**config.mk**
```make
export PLATFORM = sky130hd
export DESIGN_NAME = seq_table_counter
export DESIGN_NICKNAME = d
export VERILOG_FILES = /design/src/rtl/seq_cnt_pkg.sv /design/src/rtl/seq_cnt_table.sv /design/src/rtl/seq_table_counter.sv
export SDC_FILE = /design/constraint.sdc
export NUM_CORES = 1
export LEC_CHECK = 0
export BUFFER_PORTS_ARGS = -buffer_cell sky130_fd_sc_hd__buf_2
export CAP_MARGIN = 10
export CORE_ASPECT_RATIO = 0.7
export CORE_MARGIN = 10
export CORE_UTILIZATION = 50
export CTS_CLUSTER_DIAMETER = 150
export CTS_CLUSTER_SIZE = 40
export DETAILED_ROUTE_END_ITERATION = 7
export PLACE_DENSITY_LB_ADDON = 0.15
export SETUP_SLACK_MARGIN = 0.2
export SYNTH_ARGS = -nofsm -noshare
export SYNTH_HDL_FRONTEND = slang
export SYNTH_SLANG_ARGS = --single-unit
```
**constraint.sdc**
```tcl
create_clock -name clk_i -period 2.4 [get_ports clk_i]
set_input_delay 0.12 -clock clk_i [delete_from_list [all_inputs] [get_ports clk_i]]
set_output_delay 0.12 -clock clk_i [all_outputs]
set_load 0.005 [all_outputs]
```
**src/rtl/seq_cnt_pkg.sv**
```systemverilog
// Shared types and constants for the programmable-sequence counter.
package seq_cnt_pkg;

  typedef enum logic [1:0] {
    S_IDLE = 2'd0,
    S_RUN  = 2'd1,
    S_DONE = 2'd2
  } seq_state_e;

  localparam logic DIR_UP       = 1'b1;
  localparam logic DIR_DOWN     = 1'b0;
  localparam logic MODE_WRAP    = 1'b0;
  localparam logic MODE_ONESHOT = 1'b1;

endpackage

```
**src/rtl/seq_cnt_table.sv**
```systemverilog
// DEPTH x WIDTH sequence table: reset load from INIT_SEQ, one write port, one combinational read port.
// Optional even-parity storage and sticky error flag when SEQ_CNT_PARITY_EN is defined.
module seq_cnt_table
  import seq_cnt_pkg::*;
#(
  parameter int                     WIDTH    = 3,
  parameter int                     DEPTH    = 4,
  parameter logic [DEPTH*WIDTH-1:0] INIT_SEQ = {3'd7, 3'd4, 3'd2, 3'd0},
  parameter int                     IDXW     = $clog2(DEPTH)
) (
  input  logic             clk_i,
  input  logic             rst_n_i,
  input  logic             we_i,
  input  logic [IDXW-1:0]  wr_idx_i,
  input  logic [WIDTH-1:0] wr_data_i,
  input  logic [IDXW-1:0]  rd_idx_i,
  output logic [WIDTH-1:0] rd_data_o,
  input  logic             par_clr_i,
  output logic             par_err_o
);

  logic [DEPTH-1:0][WIDTH-1:0] tbl_q;
  logic                        wr_ok;

  // Addresses beyond the last entry only exist for non-power-of-2 DEPTH; such writes are dropped.
  assign wr_ok = we_i && ({1'b0, wr_idx_i} <= (IDXW+1)'(DEPTH-1));

  always_ff @(posedge clk_i) begin
    if (!rst_n_i) begin
      tbl_q <= INIT_SEQ;
    end else if (wr_ok) begin
      tbl_q[wr_idx_i] <= wr_data_i;
    end
  end

  assign rd_data_o = tbl_q[rd_idx_i];

`ifdef SEQ_CNT_PARITY_EN
  logic [DEPTH-1:0] par_q;
  logic             par_err_q;

  always_ff @(posedge clk_i) begin
    if (!rst_n_i) begin
      for (int i = 0; i < DEPTH; i++) begin
        par_q[i] <= ^INIT_SEQ[i*WIDTH +: WIDTH];
      end
      par_err_q <= 1'b0;
    end else begin
      if (wr_ok) begin
        par_q[wr_idx_i] <= ^wr_data_i;
      end
      if (par_clr_i) begin
        par_err_q <= 1'b0;
      end else if ((^rd_data_o) != par_q[rd_idx_i]) begin
        par_err_q <= 1'b1;
      end
    end
  end

  assign par_err_o = par_err_q;
`else
  logic unused_par_clr;
  assign unused_par_clr = par_clr_i;
  assign par_err_o      = 1'b0;
`endif

endmodule

```
**src/rtl/seq_table_counter.sv**
```systemverilog
// Programmable-sequence counter: up/down, wrap/one-shot, terminal-count pulse and done flag.
// Optional parity checking of the table is enabled with the macro SEQ_CNT_PARITY_EN.
module seq_table_counter
  import seq_cnt_pkg::*;
#(
  parameter int                     WIDTH    = 3,
  parameter int                     DEPTH    = 4,
  parameter logic [DEPTH*WIDTH-1:0] INIT_SEQ = {3'd7, 3'd4, 3'd2, 3'd0},
  localparam int                    IDXW     = $clog2(DEPTH)
) (
  input  logic             clk_i,
  input  logic             rst_n_i,
  input  logic             start_i,
  input  logic             stop_i,
  input  logic             en_i,
  input  logic             dir_i,
  input  logic             mode_i,
  input  logic [IDXW-1:0]  cfg_last_i,
  input  logic             cfg_we_i,
  input  logic [IDXW-1:0]  cfg_idx_i,
  input  logic [WIDTH-1:0] cfg_data_i,
  output logic [WIDTH-1:0] q_o,
  output logic [IDXW-1:0]  idx_o,
  output logic             tc_o,
  output logic             done_o,
  output logic             par_err_o
);

  seq_state_e      state_q, state_d;
  logic [IDXW-1:0] idx_q, idx_d;
  logic            tc_q, tc_d;
  logic [IDXW-1:0] last_w;
  logic [IDXW-1:0] start_idx_w;
  logic            oneshot_w;

  assign last_w      = ({1'b0, cfg_last_i} > (IDXW+1)'(DEPTH-1)) ? IDXW'(DEPTH-1) : cfg_last_i;
  assign start_idx_w = (dir_i == DIR_UP) ? '0 : last_w;
  assign oneshot_w   = (mode_i == MODE_ONESHOT);

  always_comb begin
    state_d = state_q;
    idx_d   = idx_q;
    tc_d    = 1'b0;
    if (stop_i) begin
      state_d = S_IDLE;
      idx_d   = '0;
    end else if (start_i) begin
      state_d = S_RUN;
      idx_d   = start_idx_w;
    end else if (state_q == S_RUN && en_i) begin
      if (dir_i == DIR_UP) begin
        if (idx_q >= last_w) begin
          if (oneshot_w) begin
            idx_d   = last_w;
            state_d = S_DONE;
          end else begin
            idx_d = '0;
            tc_d  = 1'b1;
          end
        end else begin
          idx_d = idx_q + IDXW'(1);
          if (oneshot_w && idx_d == last_w) state_d = S_DONE;
        end
      end else begin
        // An index left above a shrunken last entry steps onto it without a wrap.
        if (idx_q == '0) begin
          if (oneshot_w) begin
            state_d = S_DONE;
          end else begin
            idx_d = last_w;
            tc_d  = 1'b1;
          end
        end else if (idx_q > last_w) begin
          idx_d = last_w;
          if (oneshot_w && last_w == '0) state_d = S_DONE;
        end else begin
          idx_d = idx_q - IDXW'(1);
          if (oneshot_w && idx_d == '0) state_d = S_DONE;
        end
      end
    end
  end

  always_ff @(posedge clk_i) begin
    if (!rst_n_i) begin
      state_q <= S_IDLE;
      idx_q   <= '0;
      tc_q    <= 1'b0;
    end else begin
      state_q <= state_d;
      idx_q   <= idx_d;
      tc_q    <= tc_d;
    end
  end

  seq_cnt_table #(
    .WIDTH   (WIDTH),
    .DEPTH   (DEPTH),
    .INIT_SEQ(INIT_SEQ),
    .IDXW    (IDXW)
  ) u_tbl (
    .clk_i    (clk_i),
    .rst_n_i  (rst_n_i),
    .we_i     (cfg_we_i),
    .wr_idx_i (cfg_idx_i),
    .wr_data_i(cfg_data_i),
    .rd_idx_i (idx_q),
    .rd_data_o(q_o),
    .par_clr_i(start_i & ~stop_i),
    .par_err_o(par_err_o)
  );

  assign idx_o  = idx_q;
  assign tc_o   = tc_q;
  assign done_o = (state_q == S_DONE);

endmodule
```
Yosys cells after proc, flatten, opt, wreduce, memory -nomap -nowiden
Index checks and enable logic that the tools add are counted.
{ "totals": {"regBits": 17, "latch_bits": 0, "ram_bits": 0, "romBits": 0, "out_inout_bits": 8, "word_cells": 70, "mem_count": 0} }
{ "op_classes": {"addsub": 2, "multipliers": 0, "div": 0, "n_lt_le_gt_ge": 5, "eq_ne": 8, "shift": 0, "n_mux": 28, "bitwise_logic": 2, "reduce_logical": 17} }
{ "ops": {"columns": ["op", "n"], "rows": [
  ["two-way mux 2 bit", 17],
  ["bitwise mux 12 bit", 1],
  ["AND reduction 4 bit", 2],
  ["binary-select mux 3 bit (select 2 bit)", 1],
  ["demux 3 bit (select 2 bit)", 1],
  ["zero test 2 bit", 3],
  ["< comparator 2 x 3 -> 1 bit (second input constant)", 2],
  ["two-way mux 1 bit", 6],
  ["two-way mux 3 bit", 2],
  ["logical AND 1 bit", 5],
  ["!= test 5 x 4 -> 1 bit (second input constant)", 1],
  ["nonzero test 5 bit", 1],
  ["!= test 4 x 2 -> 1 bit (second input constant)", 1],
  ["!= test 4 x 3 -> 1 bit (second input constant)", 1],
  ["!= test 4 bit (second input constant)", 1],
  ["nonzero test 4 bit", 1],
  ["OR reduction 4 bit", 1],
  ["!= test 3 x 1 -> 1 bit (second input constant)", 1],
  ["OR reduction 3 bit", 1],
  ["adder 2 x 1 -> 2 bit (second input constant)", 1],
  ["== test 2 x 1 -> 1 bit (second input constant)", 1],
  ["== test 2 bit", 1],
  ["== test 2 bit (second input constant)", 1],
  [">= comparator 2 x 1 -> 1 bit (second input constant)", 1],
  ["7 further kinds", 8]
]} }

Depth between registers and ports, before layout
Gate-level depths: netlist of run 1.
{ "logic_depth": {"ltp_word": 9, "mapped_depth": 7, "mapped_depth_nobuf": 7} }

Cells and area by module
From an unflattened synthesis of run 1, not the netlist that was laid out.
{ "hier_totals": {"hier_cells": 116, "area_unflattened_um2": 1084.8} }
{ "by_module_without_submodules": {"columns": ["mod", "instances", "cells_each", "area_per_inst_um2"], "rows": [
  ["seq_cnt_table", 1, 52, 580.6],
  ["seq_table_counter", 1, 64, 504.2]
]} }

Worst setup path before layout of run 1
Ideal clock, no wire load.
{ "synth_timing": {"kind": "register to register", "start": "register idx_q[0], in the netlist idx_o[0]", "end": "register state_q[1]", "setup_ns": 0.115, "arrival_ns": 1.622, "t_required_ns": 2.285, "path_slack_ns": 0.663, "stages_incl_launch_ff": 8, "synth_period_minus_slack_ns": 1.737, "cell_sequence": "dfxtp_1 inv_1 ha_1 nand2b_1 a21bo_1 o211ai_2 a21oi_1 o21a_1"} }
{ "synth_between": {"elab_chain_cells": 5} }
{ "synth_lines": {"columns": ["item", "line_no", "source"], "rows": [
  ["start: declaration", "seq_table_counter.sv:30", "logic [IDXW-1:0] idx_q, idx_d;"],
  ["start signal: assignment", "seq_table_counter.sv:91", "idx_q <= idx_d;"],
  ["adder 2 x 1 -> 2 bit or subtractor 2 x 1 -> 2 bit (tied branches)", "seq_table_counter.sv:61, seq_table_counter.sv:77", null],
  ["== test 2 bit or zero test 2 bit (tied branches)", "seq_table_counter.sv:62, seq_table_counter.sv:78", null],
  ["logical AND 1 bit, on equally long branches", "seq_table_counter.sv:62, seq_table_counter.sv:78", null],
  ["!= test 3 x 1 -> 1 bit (no source line) or nonzero test 4 bit (tied branches)", null, null],
  ["AND reduction 4 bit (no source line)", null, null],
  ["end signal: assignment", "seq_table_counter.sv:90", "state_q <= state_d;"],
  ["end: declaration", "seq_table_counter.sv:29", "seq_state_e state_q, state_d;"]
]} }
Several ways; a longest one is shown, not always the timed one.
A chain may end at the register's enable or synchronous reset.

Final worst setup path of run 1
{ "layout_timing": {"start": "register idx_q[0], in the netlist idx_o[0]", "end": "register idx_q[0], in the netlist idx_o[0]"} }
{ "layout_between": {"elab_chain_cells": 6} }
{ "layout_lines": {"columns": ["item", "line_no", "source"], "rows": [
  ["subtractor 2 x 1 -> 2 bit or > comparator 2 bit (tied branches)", "seq_table_counter.sv:77, seq_table_counter.sv:73", null],
  ["two-way mux 2 bit", "seq_table_counter.sv:73", "end else if (idx_q > last_w) begin"],
  ["two-way mux 2 bit", "seq_table_counter.sv:66", "if (idx_q == '0) begin"],
  ["two-way mux 2 bit", "seq_table_counter.sv:51", "if (dir_i == DIR_UP) begin"],
  ["two-way mux 2 bit", "seq_table_counter.sv:50", "end else if (state_q == S_RUN && en_i) begin"],
  ["two-way mux 2 bit", "seq_table_counter.sv:47", "end else if (start_i) begin"]
]} }
Several ways; a longest one is shown, not always the timed one. The select of a mux whose other input is x is not followed.

==> summary.txt, run 1 <==
Outcome
  – Outcome: finished, final reports clean

Setup path
  – CP Data Arrival Time: 2.25 ns
  – Worst path slowest cell: dfxtp_1
  – Slowest cell delay on critical path: 0.54 ns
  – RR Endpoint: idx_o[0]$_SDFFE_PP0P_
  – Crit path max-delay family: compound AO/OA/AOI/OAI gates
  – Reg2reg start: idx_o[0]$_SDFFE_PP0P_
  – Critical path data required time: 2.61 ns
  – Buf+Inv Stages, Crit Path: 1
  – Critical path type: flop to flop
  – Critical Path Start Type: flop
  – Reg2Reg Depth: 7
  – Setup crit end kind: flop
  – Worst path cell trace: inv_1 -> ha_1 -> nand2b_1 -> o2111ai_1 -> a32oi_1 -> a22oi_1 -> a311oi_1
  – Flop2flop setup slack: 0.37 ns
  – CP Max Fanout: 7

Min path
  – Hold Crit Class: input port to flop
  – Hold path start: mode_i
  – WHS Endpoint: tc_o$_SDFF_PP0_
  – Hold Crit Depth: 2

Job
  – MaxCap Viol Count: 0

STA
  – Slew Limit Fails: 0
  – Unrepaired setup endpoints after global routing: false
  – Tmin final: 2.03 ns
  – Setup TNS: 0 ns
  – Final hold vios: 0
  – Worst Clk Skew: 0.00952 ns
  – Period utilization: 84.7%
  – Final setup fails: 0
  – F_max: 492 MHz

Clock tree
  – Skew-Pair Late Insertion Delay: between 0.2 and 0.3 ns
  – CTS tree: done
  – Clk pin slew, worst setup/hold paths: 0.10 ns
  – Num CTS Buffers: 3
  – Setup Fix Bufs, Post-CTS: 0
  – Clock sinks: 17
  – CTS H-tree depth: 1
  – Clk buf depth: 2
  – Hold_buf cts: 0
  – PostCTS Resize Cnt: 0
  – Root Buffer: clkbuf_4

Synthesis
  – Cell Area, Synth: roughly 970 um^2
  – Mapped Nets: about 120
  – Synth warn: 0
  – Ys async rst share: 0%
  – Ys flop type: dfxtp_1
  – Library cells used by synthesis: 35
  – Syn_area_per_cell: between 9 and 10 um^2
  – Number of synthesized flops with an enable pin: 0
  – Post-synthesis cell count: 99
  – #FFs+latches synth: 17
  – Seq/Total Area, Yosys: 35.1%

Global route
  – Initial antenna violation count: 0
  – Global route overflow: 0
  – All-Layer GR Usage: 11.5%
  – First-pass GRT wire length: between 3000 and 4000 um
  – Largest net degree at the start of global routing: 14
  – Vias in the first global route: 788

Power
  – Peak supply drop: 0.379 mV
  – Power density cells: 499 mW/mm^2
  – Leak: 0.522 nW

Final layout
  – Register area: approximately 340 um^2
  – Ratio of cells with drive above 1 in the final layout: 26.2%
  – Nets@finish: 142
  – Final Util: 60.2%
  – # diodes: 0
  – Multi-input logic area: 602 um^2
  – Fillers: between 150 and 200
  – Area growth syn-to-layout: 15.2%

Floorplanning
  – Total die area: 0.00413 mm^2
  – IO Pins: 23
  – Starting Density: around 52%
  – Core Area: 0.00185 mm^2
  – DIE WIDTH: 72.6 um
  – Die H: 56.8 um
  – Rows: 13

Drt
  – TritonRoute pass-1 iters: 4
  – Wirelength per Cell: 15.7 um
  – Drt total wl: 2270 um
  – Post-route ant nets: 0
  – Initial DRC Count: 64
  – DR vias: 826
  – Vias per cell: between 5 and 6
  – Drc violations: 0

Placed design
  – I/O Buffers: 21
  – Detailed placer's ending HPWL: 1820 um
  – Gpl congestion: 0.979
[registers in the layout (all words and copies together) (netlist names)]
name         flops
tc_o             1
idx_o            2
u_tbl.tbl_q     12
state_q          2
[worst reg2reg max path: stages (launching register included)]
cell       delay (ns)
dfxtp_1          0.54
inv_1            0.14
ha_1             0.34
nand2b_1         0.18
o2111ai_1        0.15
a32oi_1          0.24
a22oi_1          0.13
a311oi_1         0.23
[per-layer routing]
metal | part of all wire (%) | track usage (%) | up-vias
met1 | 49 | 15.9 | 380
met4 | 0.53 | 3.24 | 0
met3 | 11 | 5.79 | 2
li1 | - | - | 407
met5 | 0 | 0 | -
met2 | 39 | 14.7 | 37
[cell families (layout without fill, tap and decap cells)]
kind of cell	after synthesis	after routing	share of synthesized area, %
AOI/OAI and AO/OA	17	17	14.0
muxes	16	16	20.4
DFF	17	17	35.1
other	1	1	0.387
and+or+nand+nor	37	37	21.3
xor gates and xnor gates	1	1	0.905
adders and majority gates	4	4	5.17
buffers and inverters	6	29	2.71
[cell usage in the layout (no fill, tap or decap), drive strengths merged, types with 2 or more instances in the layout]
cell type / instances
o21ai: 2
nand3: 3
nor3: 2
a21oi: 3
mux4: 3
nor2b: 9
clkbuf: 4
inv: 4
nand2: 9
nand2b: 2
nor2: 5
buf: 21
nand3b: 3
mux2i: 13
ha: 4
dfxtp: 17
o21a: 2
a31o: 2
[how the worst max path moves through the flow]
stage	from	end	slack, ns	cells after the start
finish	idx_o[0]$_SDFFE_PP0P_	idx_o[0]$_SDFFE_PP0P_	0.37	7
global route	idx_o[0]$_SDFFE_PP0P_	idx_o[0]$_SDFFE_PP0P_	0.22	7
CTS	idx_o[0]$_SDFFE_PP0P_	idx_o[0]$_SDFFE_PP0P_	0.42	7
detailed placement	idx_o[0]$_SDFFE_PP0P_	state_q[0]$_SDFFE_PP0P_	0.44	7
global placement	idx_o[0]$_SDFFE_PP0P_	idx_o[0]$_SDFFE_PP0P_	0.36	7
floorplan	idx_o[0]$_SDFFE_PP0P_	state_q[1]$_SDFFE_PP0P_	0.66	7
[synthesized netlist by cell type (2+ instances only)]
cell type	instances	area, um^2
a21oi_1	3	15.0
dfxtp_1	17	340
ha_1	4	50.1
inv_1	4	15.0
mux2i_1	13	130
mux4_2	3	67.6
nand2_1	9	33.8
nand2b_1	2	12.5
nand3_1	3	15.0
nand3b_1	3	22.5
nor2_1	5	18.8
nor2b_1	8	50.1
nor3_1	2	10.0
o21a_1	2	15.0
[power by group]
part	switching [mW]	total [mW]	internal (mW)
registers	0.00779	0.299	0.291
clock network	0.0880	0.153	0.0646
logic	0.0557	0.105	0.0493
[cell type report]
type                       instances  area share, %
sequential                        17           30.5
timing repair buffer              21           9.42
inverter                           4           1.35
clock buffer                       4           2.35
multi-input combinational         76           53.9
tap                               22           2.47
[metrics by stage]
| step | power [mW] | instance area [um^2] | setup slack, ns | instances | hold WS (ns) |
|---|---|---|---|---|---|
| final | 0.557 | 1120 | 0.367 | 144 | 0.0651 |
| after global routing | 0.593 | 1120 | 0.220 | 144 | 0.0512 |
| after CTS | 0.565 | 1120 | 0.421 | 144 | 0.0452 |
| after detailed placement | 0.409 | 1090 | 0.437 | 140 | 0.371 |
| after global placement | 0.411 | 1090 | 0.363 | 140 | 0.386 |
| after floorplan | 0.371 | 968 | 0.663 | 99 | 0.197 |
Power figures use the tool's default switching activity.
==> run 2: changes to the inputs <==
clock period = 2.1 ns   (was 2.4 ns; I/O delays follow)
==> run 2 against run 1 <==
Against the previous run:
- flip-flop and latch count is the same
- sequential share of layout area shrank 0.13 points
- power up 15%
- clock skew shrank 0.0041 ns
- worst hold slack got worse by 0.014 ns
- critical endpoint is now state_q[1]$_SDFFE_PP0P_
- largest cell class unchanged
==> summary.txt, run 2 (synthesized netlist as in run 1, its figures left out) <==
Outcome
  – Outcome: finished, final reports clean

Clock tree
  – Clk pin slew, worst setup/hold paths: 0.10 ns (about the same)
  – CTS tree: done
  – Root Buffer: clkbuf_4
  – Clk buf depth: 2 (unchanged)
  – CTS H-tree depth: 1 (unchanged)
  – PostCTS Resize Cnt: 0 (unchanged)
  – Setup Fix Bufs, Post-CTS: 0 (unchanged)
  – Skew-Pair Late Insertion Delay: 0.29 ns (about the same)
  – Hold_buf cts: 0 (unchanged)
  – Num CTS Buffers: 3 (unchanged)
  – Clock sinks: 17 (unchanged)

Drt
  – Post-route ant nets: 0 (unchanged)
  – TritonRoute pass-1 iters: 4 (unchanged)
  – Vias per cell: 5.69 (-0.81%)
  – Drt total wl: 2370 um (+4.5%)
  – Wirelength per Cell: 16.3 um (+3.8%)
  – DR vias: 825 (-0.12%)
  – Initial DRC Count: 70 (+9.4%)
  – Drc violations: 0 (unchanged)

Final layout
  – Area growth syn-to-layout: 16.1%
  – Ratio of cells with drive above 1 in the final layout: 27.6% (+1.4 points)
  – Most common cell after layout, fill and taps aside: buf_2
  – Nets@finish: 143 (+0.70%)
  – Most flops, register: u_tbl.tbl_q
  – Commonest cells after routing, fill and taps aside: 21 x buf_2, 16 x dfxtp_1, 13 x mux2i_1, 9 x nand2_1, 8 x nor2b_1
  – Max reg flops: 12 (unchanged)
  – Fillers: 185 (+16%)
  – # diodes: 0 (unchanged)

Setup path
  – Critical Path Start Type: flop
  – Critical path type: flop to flop
  – Critical path data required time: 2.29 ns (-0.32 ns)
  – CP Max Fanout: 6 (-1)
  – Setup crit end kind: flop
  – CP Data Arrival Time: 1.93 ns (-0.32 ns)

STA
  – Tmin final: 1.74 ns (-0.292 ns)
  – Final hold vios: 0 (unchanged)
  – Unrepaired setup endpoints after global routing: false
  – Slew Limit Fails: 0 (unchanged)
  – Final setup fails: 0 (unchanged)
  – Period utilization: 82.9% (-1.8 points)
  – Setup TNS: 0 ns (unchanged)
  – F_max: 574 MHz (+17%)
  – Worst Clk Skew: 0.00545 ns (-0.00408 ns)

Power
  – Leak: 0.527 nW (+1.1%)
  – Final Power: 0.638 mW (+15%)
  – Peak supply drop: 0.558 mV (+47%)
  – Power density cells: 568 mW/mm^2 (+14%)

Global route
  – Global route overflow: 0 (unchanged)
  – Vias in the first global route: 853 (+8.2%)
  – First-pass GRT wire length: 4080 um (+7.2%)
  – All-Layer GR Usage: 12.1% (+0.63 points)
  – Largest net degree at the start of global routing: 14 (unchanged)
  – Initial antenna violation count: 0 (unchanged)

Floorplanning
  – DIE WIDTH: 72.6 um (unchanged)
  – Starting Density: 52.2% (unchanged)
  – Die H: 56.8 um (unchanged)
  – Core Area: 0.00185 mm^2 (unchanged)
  – Rows: 13 (unchanged)
  – IO Pins: 23 (unchanged)
  – Total die area: 0.00413 mm^2 (unchanged)

Min path
  – Hold Crit Class: input port to flop

Placed design
  – I/O Buffers: 21 (unchanged)
  – Gpl congestion: 0.831 (-15%)
  – Detailed placer's ending HPWL: 1930 um (+6.0%)

Job
  – MaxCap Viol Count: 0 (unchanged)
==> run 2: critical path, stage by stage (launching register included) <==
cell and delay [ns]:
dfxtp_2 0.42, ha_1 0.29, and2b_1 0.18, o21ai_2 0.22, mux2i_1 0.26, a21oi_1 0.09, o21a_1 0.18
==> run 2: worst paths after layout <==
| path | from | slack [ns] | cells after the start | to |
|---|---|---|---|---|
| max | idx_o[1]$_SDFFE_PP0P_ | 0.36 | 6 | state_q[1]$_SDFFE_PP0P_ |
| min | mode_i | 0.05 | 2 | tc_o$_SDFF_PP0_ |
| max reg2reg | idx_o[1]$_SDFFE_PP0P_ | 0.36 | 6 | state_q[1]$_SDFFE_PP0P_ |
| min reg2reg | u_tbl.tbl_q[9]$_SDFFE_PN1P_ | 0.48 | 2 | u_tbl.tbl_q[9]$_SDFFE_PN1P_ |
==> run 2: power breakdown <==
part | switching (mW) | internal (mW)
Combinational | 0.0662 | 0.0572
Clock | 0.101 | 0.0738
Sequential | 0.00725 | 0.333
==> run 2: area by class of cell <==
| cell class | instances | area (um^2) | area share (%) |
|---|---|---|---|
| Inverter | 4 | 15.0 | 1.33 |
| Multi-Input combinational cell | 76 | 602 | 53.5 |
| Tap cell | 22 | 27.5 | 2.45 |
| Clock buffer | 4 | 26.3 | 2.34 |
| Sequential cell | 17 | 342 | 30.4 |
| Timing Repair Buffer | 22 | 113 | 10.0 |
==> run 2: routing by layer <==
layer | vias up | share of wire (%) | track usage, %
li1 | 410 | - | -
met1 | 382 | 48 | 15.4
met2 | 33 | 44 | 18.9
met3 | 0 | 8.0 | 4.91
met4 | 0 | 0 | 1.62
met5 | - | 0 | 0
==> run 2: stage by stage <==
| stage | cells | area [um^2] | hold slack (ns) | setup slack (ns) | util (%) |
|---|---|---|---|---|---|
| after floorplan | 99 | 968 | 0.182 | 0.363 | - |
| after global placement | 141 | 1100 | 0.365 | 0.331 | 59.2 |
| after detailed placement | 141 | 1100 | 0.353 | 0.286 | 59.2 |
| after CTS | 145 | 1120 | 0.0376 | 0.263 | 60.6 |
| after global routing | 145 | 1120 | 0.0363 | 0.245 | 60.7 |
| final | 145 | 1120 | 0.0512 | 0.359 | 60.7 |
